$ cat src/rtl/playseq_condiciona_entradas.sv
// PlaySeq input conditioning: 2-flop sync, per-lane debounce,
// single-button filter for botoes and a one-shot start pulse.
module playseq_condiciona_entradas #(
   parameter int DEBOUNCE_CYCLES = 50000,
   parameter int CW = $clog2(DEBOUNCE_CYCLES)
) (
   input  logic       clock,
   input  logic       reset,
   input  logic [3:0] botoes_raw,
   input  logic       jogar_raw,
   output logic [3:0] botoes,
   output logic       jogar,
   output logic [4:0] db_estavel,
   output logic       db_multipla,
   output logic [1:0] db_estado
);

   localparam logic [CW-1:0] CNT_MAX = CW'(DEBOUNCE_CYCLES - 1);

   typedef enum logic [1:0] {
      LIVRE       = 2'd0,
      PRESSIONADO = 2'd1,
      BLOQUEADO   = 2'd2
   } estado_t;

   logic [4:0] raw;
   logic [4:0] s1;
   logic [4:0] s2;
   logic [4:0] est;
   logic       est_j_prev;
   estado_t    estado;
   logic [3:0] trava;
   logic [3:0] e;
   logic       vazio;
   logic       unico;

   assign raw = {jogar_raw, botoes_raw};

   // Two-flop synchronizer for all five raw inputs
   always_ff @(posedge clock or negedge reset) begin
      if (!reset) begin
         s1 <= '0;
         s2 <= '0;
      end else begin
         s1 <= raw;
         s2 <= s1;
      end
   end

   for (genvar i = 0; i < 5; i++) begin : g_lane
      logic [CW-1:0] cnt;
      logic          est_l;

      // Accept a new level only after it held for DEBOUNCE_CYCLES edges
      always_ff @(posedge clock or negedge reset) begin
         if (!reset) begin
            cnt   <= '0;
            est_l <= 1'b0;
         end else if (s2[i] == est_l) begin
            cnt <= '0;
         end else if (cnt == CNT_MAX) begin
            est_l <= s2[i];
            cnt   <= '0;
         end else begin
            cnt <= cnt + 1'b1;
         end
      end

      assign est[i] = est_l;
   end

   // Rising-edge detector on the debounced start key
   always_ff @(posedge clock or negedge reset) begin
      if (!reset) begin
         est_j_prev <= 1'b0;
         jogar      <= 1'b0;
      end else begin
         est_j_prev <= est[4];
         jogar      <= est[4] & ~est_j_prev;
      end
   end

   assign e     = est[3:0];
   assign vazio = (e == 4'd0);
   assign unico = !vazio && ((e & (e - 4'd1)) == 4'd0);

   // Single-button filter: any multi-press blocks until all released
   always_ff @(posedge clock or negedge reset) begin
      if (!reset) begin
         estado <= LIVRE;
         botoes <= '0;
         trava  <= '0;
      end else begin
         case (estado)
            LIVRE: begin
               if (unico) begin
                  trava  <= e;
                  botoes <= e;
                  estado <= PRESSIONADO;
               end else if (!vazio) begin
                  botoes <= '0;
                  estado <= BLOQUEADO;
               end else begin
                  botoes <= '0;
               end
            end
            PRESSIONADO: begin
               if (e == trava) begin
                  botoes <= trava;
               end else if (vazio) begin
                  botoes <= '0;
                  estado <= LIVRE;
               end else begin
                  botoes <= '0;
                  estado <= BLOQUEADO;
               end
            end
            BLOQUEADO: begin
               botoes <= '0;
               if (vazio) estado <= LIVRE;
            end
            default: begin
               botoes <= '0;
               estado <= LIVRE;
            end
         endcase
      end
   end

   assign db_estavel  = est;
   assign db_multipla = (estado == BLOQUEADO);
   assign db_estado   = estado;

endmodule

$ cat config.mk
export PLATFORM = sky130hd
export DESIGN_NAME = playseq_condiciona_entradas
export DESIGN_NICKNAME = d
export VERILOG_FILES = /design/src/rtl/playseq_condiciona_entradas.sv
export SDC_FILE = /design/constraint.sdc
export NUM_CORES = 1
export LEC_CHECK = 0
export ABC_AREA = 1
export CAP_MARGIN = 30
export CORE_MARGIN = 8
export CORE_UTILIZATION = 55
export DETAILED_ROUTE_END_ITERATION = 7
export PLACE_DENSITY = 0.76
export SLEW_MARGIN = 10
export SYNTH_ARGS = -nofsm -noshare
export SYNTH_HDL_FRONTEND = slang
export SYNTH_SLANG_ARGS = --single-unit
$ cat constraint.sdc
create_clock -name clock -period 1.3 [get_ports clock]
set_input_delay 0.325 -clock clock [delete_from_list [all_inputs] [get_ports clock]]
set_output_delay 0.325 -clock clock [all_outputs]
set_load 0.01 [all_outputs]
==> run summary <==
The run finished, with violations left. The final reports fail on setup timing. Of all cell types, the one taking the most synthesized area is sky130_fd_sc_hd__dfrtp_1. After detailed routing, the number of remaining DRC violations is 0. The setup slack of the critical path after layout came out at -0.1984 ns. The die is 115.6 microns tall.

For the total power of the final layout, the log shows 6.225 mW. After clock tree synthesis, the clock-pin slew on the worst setup and hold paths is 0.11 ns. The routed layout has 5,810 vias.

Leaving out fill and tap cells, the most frequent cell in the layout is sky130_fd_sc_hd__nand2_1. The tool flagged a number of max-cap violations equal to 0. For the gate count after technology mapping, the log shows 719. The tightest hold path in the finished design has a slack of 0.3310 ns. The logs give 1.17 ns for the critical path arrival and 0 for the antenna violation net count after detailed routing. In this run, the number of DRC markers left after iteration 0 of detailed routing was 493. For the max-slew violation count, the log shows 0. After synthesis the netlist holds a flip-flop and latch count of 107. The final setup violation count is 75, and the share of the core filled with cells in the final layout is 0.8315. Counting every net in the synthesized netlist gives 731. The static leakage is 3.662 nW, and the share of layout cells above drive strength 1 is 0.4092. In the final timing run, aggregate negative setup slack is -7.130 ns. Area added between synthesis and finish: 47.72%. The share of the clock period used by the worst path after layout was 1.153. For this run, the post-layout net count is 877. The required time of the critical path is 0.98 ns. For this run the aggregate overflow at the end of global routing stands at 0.

The critical path is of the reg -> out type. The top cell types in the final layout, fill and taps aside, are sky130_fd_sc_hd__nand2_1, sky130_fd_sc_hd__nor2_1, sky130_fd_sc_hd__dfrtp_1. The H-tree was split into 3 levels. The routed design could run at a clock period as short as 1.498 ns. The share of synthesized registers carrying an async set or reset is 1.000. The combined area of all synthesized cells is 0.005451 sq mm. The area fraction of the dominant cell type after synthesis was 0.4912. The floorplan step defined a core boundary enclosing 0.009684 sq mm.

In this run the mean area of a mapped cell was 7.582 sq um. I/O pin total: 20. Most used flip-flop cell after synthesis: sky130_fd_sc_hd__dfrtp_1.

Entering global routing, the biggest net connects 32 pins. 0 antenna diodes ended up in the layout. The startpoint identified for the worst register-to-register timing path is g_lane[0].est_l.

In the final routed layout, each cell accounts on average for 19.09 microns. The met3 layer usage reported by global route is 0.04429. TritonCTS built the clock tree. Clock skew after layout: 0.01392 ns.

Counting distinct cell types in the post-synthesis netlist gives 29. The number of port buffers works out to 19. In the routed layout, each cell is associated on average with a via count of 5.793.

The headroom to the max-slew limit is 0.7411, and the global-route usage over all layers is 0.2109. For the die footprint, the log shows 0.01335 sq mm. The non-filler instance count after layout is 1,003. The wire-length estimate of the detail-placed layout is 8920 microns. The most critical setup path has its startpoint at db_estado[0].

The run gives 0.2341 as the global-route met1 utilization. The floorplan die width was 115.6 microns. The maximum clock frequency is 667.4 MHz. Across the VDD grid, the largest voltage drop is 0.8532 mV. The later pin in the worst-skew pair is clocked with a latency of 0.41 ns. The top fanout value on the critical path is 2. The clock root buffer was sky130_fd_sc_hd__clkbuf_8. Count of final hold-check violations: 0. met2 is the most crowded layer.

The routing usage on met2 is 0.3702, and the initial antenna violation count is 0. For this block, the routed nets add up to 19,150 microns of wire. Setup repair after global routing could not meet its margin everywhere. The run gives 5,158 as the number of global-route vias before repair. The clock passes through at most 2 buffers.

In this run, synthesis inferred 0 flip-flops with an integrated enable. After detailed placement, the design holds a cell count of 949. STA classifies the critical path endpoint as a primary output. For the pin with the worst max-slew slack, the measured transition is 0.3854 ns. Register area share after synthesis: 0.4912.

The clock sink total is 107. STA classifies the critical path startpoint as a flop. The logs give 36 for the number of standard-cell rows in the floorplan and 6 for the iteration count of the initial detailed-routing pass.

The first global-routing pass estimated 22,490 microns of wire. Routability congestion estimate from global placement: 0.9277. In this run, CTS created clock tree buffers numbering 9. By area the synthesized netlist is led by sky130_fd_sc_hd__dfrtp_1, sky130_fd_sc_hd__nand2_1, sky130_fd_sc_hd__nor2_1, sky130_fd_sc_hd__inv_1, sky130_fd_sc_hd__nand3_1.

For this run, the number of Yosys warnings is 0. The initial core utilization was 0.5629; the cell area power density was 773.1 mW/mm^2. The worst hold path belongs to the class in -> async.
worst max-delay path: stages (launching register included):
cell and delay [ns]:
sky130_fd_sc_hd__dfrtp_1 0.42, sky130_fd_sc_hd__nor2_2 0.19, sky130_fd_sc_hd__buf_2 0.17
where the power goes:
part | switching [mW] | total, mW | leakage, nW | internal [mW]
Sequential | 0.0813 | 3.46 | 1.45 | 3.38
Combinational | 0.280 | 0.496 | 2.11 | 0.216
Clock | 1.28 | 2.27 | 0.111 | 0.983
layer usage:
layer	wire length, microns	vias to the layer above
met4	1279	0
met2	9688	335
li1	-	2526
met3	1303	132
met5	0	-
met1	6877	2817
final timing paths:
kind / endpoint / slack (ns) / cells past startpoint
hold reg to reg: s2[1] / 0.36 / 0
max in group asynchronous: g_lane[2].cnt[7] / 0.49 / 3
hold / removal: g_lane[0].cnt[5] / 0.33 / 2
min in group clock: s1[2] / 0.34 / 1
setup / recovery: db_multipla / -0.20 / 2
setup reg to reg: trava[1] / -0.18 / 9
registers in the layout, summed over array words and instances, names as in the netlist:
register      cells
est_j_prev        1
s1                5
db_estado         2
botoes            4
g_lane.cnt       80
trava             4
s2                5
g_lane.est_l      5
jogar             1
cell usage after synthesis, types with 2 or more instances:
library cell,instances
sky130_fd_sc_hd__o21bai_1,3
sky130_fd_sc_hd__nor2_2,6
sky130_fd_sc_hd__nand4_1,11
sky130_fd_sc_hd__nor3b_1,8
sky130_fd_sc_hd__nor2_1,175
sky130_fd_sc_hd__nand3_1,38
sky130_fd_sc_hd__nand2_2,4
sky130_fd_sc_hd__nor3_1,17
sky130_fd_sc_hd__or2_2,3
sky130_fd_sc_hd__xnor2_1,4
sky130_fd_sc_hd__dfrtp_1,107
sky130_fd_sc_hd__o21ai_0,24
sky130_fd_sc_hd__ha_1,5
sky130_fd_sc_hd__a21oi_1,17
sky130_fd_sc_hd__inv_1,87
sky130_fd_sc_hd__nand2_1,177
sky130_fd_sc_hd__buf_4,6
sky130_fd_sc_hd__xor2_1,14
sky130_fd_sc_hd__nor2_4,2
sky130_fd_sc_hd__xnor2_2,2
stage by stage:
step | worst slack (ns) | instance area (sq um)
finish | -0.1984 | 8053
global route | -0.3525 | 8053
CTS | -0.1095 | 6994
detailed placement | -0.1401 | 6436
global placement | -0.06883 | 6436
floorplan | 0.002897 | 5456
what timing repair did:
item,CTS,global route
resized for setup,147,222
pin swaps,34,79
endpoints found under the hold margin,10,0
setup buffers,10,33
endpoints found under the setup margin,86,97
hold buffers,1,0
final cells by class:
type	count	area, sq um
tap	133	166.4
sequential	107	2689
clock buffer	10	137.6
timing repair buffer	142	1250
fill	472	1632
multi-input combinational	517	3393
clock inverter	6	81.33
inverter	88	335.3
cells by family (layout without fill, tap and decap cells):
| logic type | after synthesis | in the layout | share of synthesized area |
|---|---|---|---|
| adders and majority gates | 5 | 5 | 0.01148 |
| buffers and inverters | 95 | 246 | 0.06977 |
| xor gates and xnor gates | 21 | 21 | 0.03787 |
| DFF | 107 | 107 | 0.4912 |
| AOI/OAI and AO/OA | 49 | 49 | 0.05118 |
| and+or+nand+nor | 442 | 442 | 0.3385 |
(Power assumes the default switching activity.)
